===== config.mk =====
export PLATFORM = sky130hd
export DESIGN_NAME = param_alu_acc
export DESIGN_NICKNAME = d
export VERILOG_FILES = /design/src/rtl/param_alu_pkg.sv /design/src/rtl/seq_mul.sv /design/src/rtl/param_alu_acc.sv
export SDC_FILE = /design/constraint.sdc
export NUM_CORES = 1
export LEC_CHECK = 0
export ABC_AREA = 1
export CAP_MARGIN = 20
export CORE_AREA = 2 2 91 93
export CTS_CLUSTER_SIZE = 12
export DETAILED_ROUTE_END_ITERATION = 8
export DIE_AREA = 0 0 93 95
export PLACE_DENSITY = 0.69
export SYNTH_ARGS = -nofsm -noshare
export SYNTH_HDL_FRONTEND = slang
export SYNTH_HIERARCHICAL = 1
export SYNTH_SLANG_ARGS = --single-unit

===== constraint.sdc =====
create_clock -name clk -period 2.7 [get_ports clk]
set_clock_uncertainty 0.2 [all_clocks]
set_input_delay 0.54 -clock clk [delete_from_list [all_inputs] [get_ports clk]]
set_output_delay 0.54 -clock clk [all_outputs]
set_load 0.02 [all_outputs]

===== src/rtl/param_alu_pkg.sv =====
// Shared encodings for the parameterised ALU/accumulator: operation codes
// and the multiplier sequencing states.
package param_alu_pkg;

    typedef enum logic [1:0] {
        OP_ADD = 2'd0,
        OP_SUB = 2'd1,
        OP_ACC = 2'd2,
        OP_MUL = 2'd3
    } op_e;

    typedef enum logic {
        IDLE = 1'b0,
        RUN  = 1'b1
    } mul_state_e;

endpackage


===== src/rtl/seq_mul.sv =====
// Shift-add multiplier: one multiplier bit per cycle, WIDTH cycles in RUN.
// done/product flag the final iteration so the caller can register the result.
module seq_mul
    import param_alu_pkg::*;
#(
    parameter int WIDTH = 4
) (
    input  logic               clk,
    input  logic               rst_n,
    input  logic               start,
    input  logic [WIDTH-1:0]   a,
    input  logic [WIDTH-1:0]   b,
    output logic               busy,
    output logic               done,
    output logic [2*WIDTH-1:0] product
);

    localparam int CW = (WIDTH > 1) ? $clog2(WIDTH) : 1;

    mul_state_e         state_r, state_n;
    logic [CW-1:0]      cnt_r, cnt_n;
    logic [2*WIDTH-1:0] mcand_r, mcand_n;
    logic [WIDTH-1:0]   mplier_r, mplier_n;
    logic [2*WIDTH-1:0] prod_r, prod_n;
    logic [2*WIDTH-1:0] prod_step;
    logic               last_iter;

    assign prod_step = prod_r + (mplier_r[0] ? mcand_r : {(2*WIDTH){1'b0}});
    assign last_iter = (state_r == RUN) && (cnt_r == CW'(WIDTH - 1));
    assign busy      = (state_r == RUN);
    assign done      = last_iter;
    assign product   = prod_step;

    // Next-state and datapath update for the shift-add sequence.
    always_comb begin
        state_n  = state_r;
        cnt_n    = cnt_r;
        mcand_n  = mcand_r;
        mplier_n = mplier_r;
        prod_n   = prod_r;
        case (state_r)
            IDLE: begin
                if (start) begin
                    state_n  = RUN;
                    cnt_n    = {CW{1'b0}};
                    mcand_n  = {{WIDTH{1'b0}}, a};
                    mplier_n = b;
                    prod_n   = {(2*WIDTH){1'b0}};
                end else begin
                    state_n  = IDLE;
                end
            end
            RUN: begin
                prod_n   = prod_step;
                mcand_n  = mcand_r << 1;
                mplier_n = mplier_r >> 1;
                cnt_n    = cnt_r + {{(CW-1){1'b0}}, 1'b1};
                if (last_iter) begin
                    state_n = IDLE;
                end else begin
                    state_n = RUN;
                end
            end
            default: begin
                state_n = IDLE;
            end
        endcase
    end

    // Sequencer and datapath registers.
    always_ff @(posedge clk or negedge rst_n) begin
        if (!rst_n) begin
            state_r  <= IDLE;
            cnt_r    <= {CW{1'b0}};
            mcand_r  <= {(2*WIDTH){1'b0}};
            mplier_r <= {WIDTH{1'b0}};
            prod_r   <= {(2*WIDTH){1'b0}};
        end else begin
            state_r  <= state_n;
            cnt_r    <= cnt_n;
            mcand_r  <= mcand_n;
            mplier_r <= mplier_n;
            prod_r   <= prod_n;
        end
    end

endmodule


===== src/rtl/param_alu_acc.sv =====
// Small ALU with add/sub, a wrapping accumulator with sticky overflow, and a
// multi-cycle multiplier; all results and flags are registered.
module param_alu_acc
    import param_alu_pkg::*;
#(
    parameter int WIDTH     = 4,
    parameter int ACC_WIDTH = 8
) (
    input  logic                 clk,
    input  logic                 rst_n,
    input  logic                 in_valid,
    input  logic [1:0]           op,
    input  logic [WIDTH-1:0]     a,
    input  logic [WIDTH-1:0]     b,
    input  logic                 acc_clr,
    output logic [ACC_WIDTH-1:0] result,
    output logic                 carry,
    output logic                 overflow,
    output logic                 out_valid,
    output logic                 busy
);

    if (ACC_WIDTH < 2 * WIDTH) begin : g_width_check
        $error("param_alu_acc: ACC_WIDTH must be at least 2*WIDTH");
    end

    logic                 accept;
    logic                 mul_start;
    logic                 mul_busy;
    logic                 mul_done;
    logic [2*WIDTH-1:0]   mul_product;
    logic [WIDTH:0]       add_sum;
    logic [WIDTH:0]       sub_diff;
    logic [ACC_WIDTH-1:0] acc_base;
    logic [ACC_WIDTH:0]   acc_sum;
    logic [ACC_WIDTH-1:0] acc_r, acc_n;
    logic [ACC_WIDTH-1:0] result_n;
    logic                 carry_n, ovf_n, valid_n;

    // Requests arriving while the multiplier runs are dropped, not queued.
    assign accept    = in_valid & ~mul_busy;
    assign mul_start = accept & (op_e'(op) == OP_MUL);
    assign busy      = mul_busy;

    seq_mul #(.WIDTH(WIDTH)) u_mul (
        .clk     (clk),
        .rst_n   (rst_n),
        .start   (mul_start),
        .a       (a),
        .b       (b),
        .busy    (mul_busy),
        .done    (mul_done),
        .product (mul_product)
    );

    // Clear takes effect before a same-edge ACC, so the sum starts from zero.
    always_comb begin
        add_sum  = {1'b0, a} + {1'b0, b};
        sub_diff = {1'b0, a} - {1'b0, b};
        if (acc_clr) begin
            acc_base = {ACC_WIDTH{1'b0}};
            ovf_n    = 1'b0;
        end else begin
            acc_base = acc_r;
            ovf_n    = overflow;
        end
        acc_sum  = {1'b0, acc_base} + (ACC_WIDTH+1)'(a) + (ACC_WIDTH+1)'(b);
        acc_n    = acc_base;
        result_n = result;
        carry_n  = carry;
        valid_n  = 1'b0;
        if (mul_done) begin
            result_n = ACC_WIDTH'(mul_product);
            carry_n  = 1'b0;
            valid_n  = 1'b1;
        end else if (accept) begin
            case (op_e'(op))
                OP_ADD: begin
                    result_n = ACC_WIDTH'(add_sum);
                    carry_n  = add_sum[WIDTH];
                    valid_n  = 1'b1;
                end
                OP_SUB: begin
                    result_n = ACC_WIDTH'(sub_diff[WIDTH-1:0]);
                    carry_n  = sub_diff[WIDTH];
                    valid_n  = 1'b1;
                end
                OP_ACC: begin
                    acc_n    = acc_sum[ACC_WIDTH-1:0];
                    result_n = acc_sum[ACC_WIDTH-1:0];
                    carry_n  = acc_sum[ACC_WIDTH];
                    ovf_n    = ovf_n | acc_sum[ACC_WIDTH];
                    valid_n  = 1'b1;
                end
                OP_MUL: begin
                    valid_n = 1'b0;
                end
                default: begin
                    valid_n = 1'b0;
                end
            endcase
        end else begin
            valid_n = 1'b0;
        end
    end

    // Accumulator, flags and output registers.
    always_ff @(posedge clk or negedge rst_n) begin
        if (!rst_n) begin
            acc_r     <= {ACC_WIDTH{1'b0}};
            result    <= {ACC_WIDTH{1'b0}};
            carry     <= 1'b0;
            overflow  <= 1'b0;
            out_valid <= 1'b0;
        end else begin
            acc_r     <= acc_n;
            result    <= result_n;
            carry     <= carry_n;
            overflow  <= ovf_n;
            out_valid <= valid_n;
        end
    end

endmodule

==> results of run 1 <==
[worst paths after layout]
| kind | from | end | slack [ns] | cells past startpoint |
|---|---|---|---|---|
| setup / recovery | a[1] | acc_r[7] | 0.14 | 14 |
| hold / removal | rst_n | acc_r[4] | 0.03 | 1 |
| setup reg to reg | acc_r[1] | acc_r[7] | 0.24 | 15 |
| hold reg to reg | u_mul/mplier_r[3] | u_mul/mplier_r[3] | 0.29 | 2 |
| max in group asynchronous | rst_n | u_mul/prod_r[6] | 1.68 | 2 |
| min in group clk | u_mul/mplier_r[3] | u_mul/mplier_r[3] | 0.29 | 2 |
[area by class of cell]
cell class / count / area [sq um] / area share (%)
Timing Repair Buffer: 48 / 408 / 11.2
Clock inverter: 2 / 37.5 / 1.03
Sequential cell: 42 / 1050 / 29.0
Clock buffer: 6 / 72.6 / 2.00
Multi-Input combinational cell: 262 / 1670 / 46.0
Tap cell: 105 / 131 / 3.62
Inverter: 69 / 260 / 7.17
[registers in the layout, summed over array words and instances, names as in the netlist, 2 cells and up]
| name | cells |
|---|---|
| acc_r | 8 |
| result | 8 |
| u_mul/cnt_r | 2 |
| u_mul/mcand_r | 8 |
| u_mul/mplier_r | 4 |
| u_mul/prod_r | 8 |
[timing repair]
action / CTS / global route
resized for setup: 7 / 9
hold buffers: 0 / 0
endpoints found under the setup margin: 13 / 10
pin swaps: 0 / 1
buffers inserted: 0 / 0
[synth_stat cells, types with 5 or more instances]
cell type / number / share of area [%]
a21oi_1: 10 / 1.7
dfrtp_1: 42 / 35
fa_1: 8 / 5.3
ha_1: 24 / 10
inv_1: 61 / 7.6
inv_2: 7 / 0.87
nand2_1: 102 / 13
nand3_1: 30 / 5.0
nor2_1: 18 / 2.2
o21ai_0: 8 / 1.3
o21ai_1: 10 / 1.7
o22ai_1: 7 / 1.5
xor2_1: 5 / 1.5
[power breakdown]
group,internal [mW],switching [mW],leakage [nW],total (mW)
clock network,0.276,0.230,0.0514,0.506
registers,0.837,0.138,0.561,0.975
logic,0.545,0.766,1.36,1.31
total,1.66,1.13,1.97,2.79
[per-layer routing]
layer | vias to the layer above | routed length (microns)
met4 | 0 | 74
met3 | 5 | 243
met5 | - | 0
met1 | 1199 | 3420
li1 | 1308 | -
met2 | 41 | 3330
[logic make-up after synthesis]
family | Yosys count
AND/OR/NAND/NOR | 171
AO/OA/AOI/OAI | 54
XOR/XNOR | 5
flip-flops | 42
adder cells (fa/ha/maj) | 32
buffers and inverters | 76
[critical path, stage by stage]
cell           delay (ns)
dlygate4sd2_1        0.26
fa_1                 0.54
ha_2                 0.18
inv_1                0.05
fa_2                 0.33
inv_2                0.07
nand2_1              0.05
nand2_1              0.05
nand2_1              0.08
nand2_2              0.08
nand2_2              0.06
o21ai_2              0.15
nand3_1              0.09
nand2_1              0.06
[through the flow]
| stage | cell area (sq um) | hold WS, ns | setup TNS, ns | worst slack (ns) | std cells |
|---|---|---|---|---|---|
| global placement | 3500 | 0.261 | -5.74 | -0.529 | 526 |
| floorplan | 3020 | 0.0444 | 0 | 0.139 | 380 |
| finish | 3630 | 0.0339 | 0 | 0.137 | 534 |
| CTS | 3610 | 0.0476 | 0 | 0.0596 | 534 |
| global route | 3630 | 0.0697 | 0 | 0.0299 | 534 |
| detailed placement | 3500 | 0.269 | -6.40 | -0.620 | 526 |
[placed cells by master, fill, tap and decap left out, types with 3 or more instances in the layout]
| cell | count |
|---|---|
| clkdlybuf4s50_1 | 19 |
| dlygate4sd2_1 | 4 |
| nand3_1 | 30 |
| buf_4 | 23 |
| inv_2 | 8 |
| dfrtp_1 | 42 |
| fa_1 | 7 |
| a21oi_1 | 10 |
| o22ai_1 | 7 |
| nand2_1 | 100 |
| clkbuf_8 | 5 |
| and2_1 | 3 |
| o221ai_1 | 4 |
| o21ai_0 | 6 |
| nor2_4 | 4 |
| xor2_1 | 5 |
| a22o_1 | 4 |
| ha_1 | 22 |
| inv_1 | 60 |
| o21ai_1 | 11 |
| nand2_2 | 4 |
| nor2_1 | 18 |
==> qor.yml, run 1 <==
status:
  status: "complete, no violations"
timing:
  slew_headroom_pct: 60.4
  period_share_pct: 94.9
  fin_crit_ns: 2.56
  worst_pin_slew_ns: 0.593
  maxSlewViolCount: 0
  hold_viol_final: 0
  fmax_ghz: 0.390
  setup_violations: 0
  rsz0062_at_grt: "no"
die:
  pin_count: 26
  die_h_microns: 95
  fp-row-count: 33
  start_util_pct: 38.0
  dieWidth_microns: 93
  design.core.area_sq_um: 7930
  die_area_sq_um: 8840
setup_path:
  critPathCaptureType: "register"
  critical_path_peak_fanout: 3
  startpoint_type: "input port"
  path_class: "input port to register"
  cp.required_ns: 2.74
  critical_path_arrival_ns: 2.60
min_path:
  min_path_type: "input port to asynchronous set/reset pin"
yosys:
  synth_cell_types: 39
  synth.avg_cell_area_sq_um: 7.94
  synth-seq-area-share_pct: 34.9
  synth-adder-area-share_pct: 15.3
  yosys.area_share.xor_xnor_pct: 1.45
  ys_warn_count: 6
  synth_area_sq_um: 3020
  ys_async_sr_fraction_pct: 100
  ys_seq_elements: 42
  synthFlopType: "dfrtp_1"
  yosys.area_share.simple_pct: 25.5
  synth-edff-count: 0
  syn_inst: 380
  syn_nets: 426
  synth.mux.area_fraction_pct: 0
  synth_compound_area_share_pct: 12.2
  synth_top_family_by_area: "simple AND/OR/NAND/NOR gates"
grt:
  gr-usage-met1_pct: 23.2
  track_usage_pct: 17.2
  grt_max_degree: 26
  gr-total-overflow: 0
  grt_pass1_vias: 2533
  met2_usage_pct: 29.5
  top_usage_layer: "met2"
  grt_antenna_before_repair: 0
  grt_pass1_wl_microns: 12000
  grtUsageMet3_pct: 2.15
layout:
  drive_gt1_share_pct: 15.2
  area_growth_pct: 20.3
  fin_util_pct: 45.8
  fin_nets: 474
  diodes: 0
  fillCellCount: 796
routing:
  viasPerCell: 4.78
  drtPass1Iterations: 5
  final_antenna_net_count: 0
  drc: 0
  drtIter0Drc: 113
  vias: 2553
  drt_wl_total_microns: 7070
  wl_per_cell_microns: 13.2
clocking:
  ctsLongestPathBuffers: 2
  cts_tree: "done"
  cts_buffers: 5
  clock-root-buffer: "clkbuf_8"
  clkTransAtPathRegs_ns: 0.09
  clock-sinks: 42
  clkLatencyLatePin_ns: 0.30
  cts_max_level: 2
flow_run:
  cap_violations: 0
pwr:
  power_density_nw_per_um2: 769
  leakage_nw: 1.97
  ir_drop_mv: 0.236
  totalPowerFinal_mw: 2.79
place:
  detailed_place_hpwl_microns: 5670
  gp_congestion: 0.907
  numPortBuffers: 25
Note: power is estimated with default switching activity, not from simulation.
==> run 2: changes to the inputs <==
--- a/config.mk
+++ b/config.mk
@@ -7,10 +7,10 @@
 export LEC_CHECK = 0
 export ABC_AREA = 1
 export CAP_MARGIN = 20
-export CORE_AREA = 2 2 91 93
+export CORE_AREA = 5 5 94 96
 export CTS_CLUSTER_SIZE = 12
 export DETAILED_ROUTE_END_ITERATION = 8
-export DIE_AREA = 0 0 93 95
+export DIE_AREA = 0 0 99 101
 export PLACE_DENSITY = 0.69
 export SYNTH_ARGS = -nofsm -noshare
 export SYNTH_HDL_FRONTEND = slang
==> constraint.sdc (replaced) <==
create_clock -name clk -period 3.3 [get_ports clk]
set_clock_uncertainty 0.2 [all_clocks]
set_input_delay 0.66 -clock clk [delete_from_list [all_inputs] [get_ports clk]]
set_output_delay 0.66 -clock clk [all_outputs]
set_load 0.02 [all_outputs]
==> run 2 against run 1 <==
Register-to-register slack improved by 0.50 ns. Global-route usage decreased by 2.6 points. Core utilization decreased by 1.5 points. Largest power group unchanged. Via count decreased by 1.6%. Critical path depth increased by 1. Sequential share of layout area increased by 0.81 points. First-iteration DRC count increased by 32%. Critical endpoint unchanged. Non-clock buffer count decreased by 11. Die area increased by 13%. Critical path type unchanged. Wire length decreased by 4.4%. Count of clock-buffer cells in the layout decreased by 1. Setup slack improved by 0.097 ns. Highest routed layer unchanged.
==> qor.yml, run 2 (synthesis gave the netlist of run 1 again) <==
setup_path:
  critical_path_peak_fanout: 3  # unchanged
  cp_top_family: "adder cells"
  cp.required_ns: 3.33  # +0.59 ns
  startpoint_type: "input port"
  slowest_stage: "clkdlybuf4s50_1"
  path_common_cell: "nand2_1"
  critical_path_arrival_ns: 3.10  # +0.50 ns
  crit_chain: "clkdlybuf4s50_1 > nor2_1 > fa_1 > ha_1 > inv_1 > fa_1 > inv_1 > nand2_1 > nand2_1 > nand2_1 > nand2_1 > nand2_1 > o21ai_1 > nand3_1 > nand2_1"
  critical_path.max_stage_delay_ns: 0.51  # -0.03 ns
  critPathBufInv: 3  # unchanged
  path_class: "input port to register"
  critPathCaptureType: "register"
die:
  pin_count: 26  # unchanged
  design.core.area_sq_um: 7970  # +0.52%
  die_area_sq_um: 10000  # +13%
  fp-row-count: 33  # unchanged
  die_h_microns: 101  # +6.3%
  dieWidth_microns: 99  # +6.5%
  start_util_pct: 37.8  # -0.20 points
grt:
  grt_antenna_before_repair: 0  # unchanged
  grt_max_degree: 43  # +65%
  track_usage_pct: 14.6  # -2.6 points
  grt_pass1_vias: 2520  # -0.51%
  grt_pass1_wl_microns: 12000  # +0.46%
  gr-total-overflow: 0  # unchanged
status:
  status: "complete, no violations"
clocking:
  clkTransAtPathRegs_ns: 0.09  # about the same
  ctsLongestPathBuffers: 2  # unchanged
  clkLatencyLatePin_ns: 0.30  # about the same
  clock-sinks: 42  # unchanged
  clock-root-buffer: "clkbuf_8"
  cts_max_level: 2  # unchanged
  cts_tree: "done"
  cts_buffers: 5  # unchanged
timing:
  worst_pin_slew_ns: 0.530  # -0.0635 ns
  hold_ws_ns: 0.114  # +0.0803 ns
  finalSetupTns_ns: 0  # unchanged
  fmax_ghz: 0.326
  maxSlewViolCount: 0  # unchanged
  rsz0062_at_grt: "no"
  period_share_pct: 92.9
  hold_viol_final: 0  # unchanged
  fin_crit_ns: 3.07
  slew_headroom_pct: 64.6  # +4.2 points
  setup_violations: 0  # unchanged
place:
  numPortBuffers: 25  # unchanged
  place_inst: 514  # -2.3%
  detailed_place_hpwl_microns: 5360  # -5.6%
  gp_congestion: 0.889  # -1.9%
layout:
  area_growth_pct: 17.1
  drive_gt1_share_pct: 11.2  # -3.9 points
  mostFrequentLayoutCell: "nand2_1"
  final_cell_count_no_fill: 523  # -2.1%
  fin_nets: 463  # -2.3%
  diodes: 0  # unchanged
  layout_common_cells: "nand2_1, inv_1, dfrtp_1, nand3_1"
pwr:
  leakage_nw: 1.91  # -2.8%
  power_density_nw_per_um2: 617  # -20%
  totalPowerFinal_mw: 2.18  # -22%
  ir_drop_mv: 0.242  # +2.7%
routing:
  viasPerCell: 4.80  # +0.42%
  wl_per_cell_microns: 12.9  # -2.4%
  drtIter0Drc: 149  # +32%
  final_antenna_net_count: 0  # unchanged
  drc: 0  # unchanged
  drt_wl_total_microns: 6760  # -4.4%
  vias: 2511  # -1.6%
  drtPass1Iterations: 4  # -1
min_path:
  min_path_type: "input port to asynchronous set/reset pin"
flow_run:
  cap_violations: 0  # unchanged
[run 2: per-layer routing]
metal	routed length, microns	GRT usage (%)	share of wire (%)
met1	3410	21.0	50
met2	3030	23.0	45
met3	267	2.56	4.0
met4	46	3.15	0.68
met5	0	0	0
[run 2: path summary, 6_finish.rpt]
check / startpoint / endpoint / slack (ns) / cells after the start
max in group asynchronous: rst_n / acc_r[6] / 2.31 / 2
min: rst_n / u_mul/prod_r[5] / 0.11 / 1
max reg2reg: acc_r[1] / acc_r[7] / 0.74 / 15
min reg2reg: u_mul/cnt_r[0] / u_mul/cnt_r[0] / 0.28 / 1
min in group clk: u_mul/cnt_r[0] / u_mul/cnt_r[0] / 0.28 / 1
max: acc_clr / acc_r[7] / 0.23 / 15
[run 2: power by group]
group / switching, mW / internal, mW / total, mW / leakage [nW]
clock network: 0.198 / 0.149 / 0.347 / 0.0441
logic: 0.613 / 0.414 / 1.03 / 1.31
registers: 0.121 / 0.684 / 0.805 / 0.561
[run 2: repair_timing]
item	CTS	global route
endpoints found under the setup margin	0	2
buffers inserted	0	0
hold buffers	0	0
resized for setup	0	1
[run 2: cell type report]
type / count / area (sq um)
Inverter: 69 / 260
Timing Repair Buffer: 37 / 355
Sequential cell: 42 / 1050
Multi-Input combinational cell: 262 / 1640
Clock inverter: 3 / 21.3
Fill cell: 773 / 4440
Clock buffer: 5 / 68.8
Tap cell: 105 / 131
[run 2: metrics by stage]
step / util, % / cell area [sq um] / worst slack (ns)
final: 44.3 / 3530 / 0.234
after global routing: 44.3 / 3530 / 0.0352
after detailed placement: 42.8 / 3410 / -0.135
after floorplan: - / 3020 / 0.619
after CTS: 43.9 / 3500 / 0.185
after global placement: 42.8 / 3410 / -0.0208
[run 2: worst reg2reg max path, cell delays in order (launching register included)]
cell and delay [ns]:
dfrtp_1 0.37, inv_1 0.04, nor2_1 0.05, fa_1 0.49
ha_1 0.17, inv_1 0.06, fa_1 0.35, inv_1 0.10
nand2_1 0.06, nand2_1 0.07, nand2_1 0.07, nand2_1 0.08
nand2_1 0.06, o21ai_1 0.16, nand3_1 0.09, nand2_1 0.07
==> run 3: changes to the inputs <==
--- a/config.mk
+++ b/config.mk
@@ -11,7 +11,9 @@
 export CTS_CLUSTER_SIZE = 12
 export DETAILED_ROUTE_END_ITERATION = 8
 export DIE_AREA = 0 0 99 101
+export GPL_ROUTABILITY_DRIVEN = 0
 export PLACE_DENSITY = 0.69
+export SKIP_CTS_REPAIR_TIMING = 1
 export SYNTH_ARGS = -nofsm -noshare
 export SYNTH_HDL_FRONTEND = slang
 export SYNTH_HIERARCHICAL = 1
==> results of run 3 <==
Same layout as run 2: the final DEF is identical, and so are final timing and power.
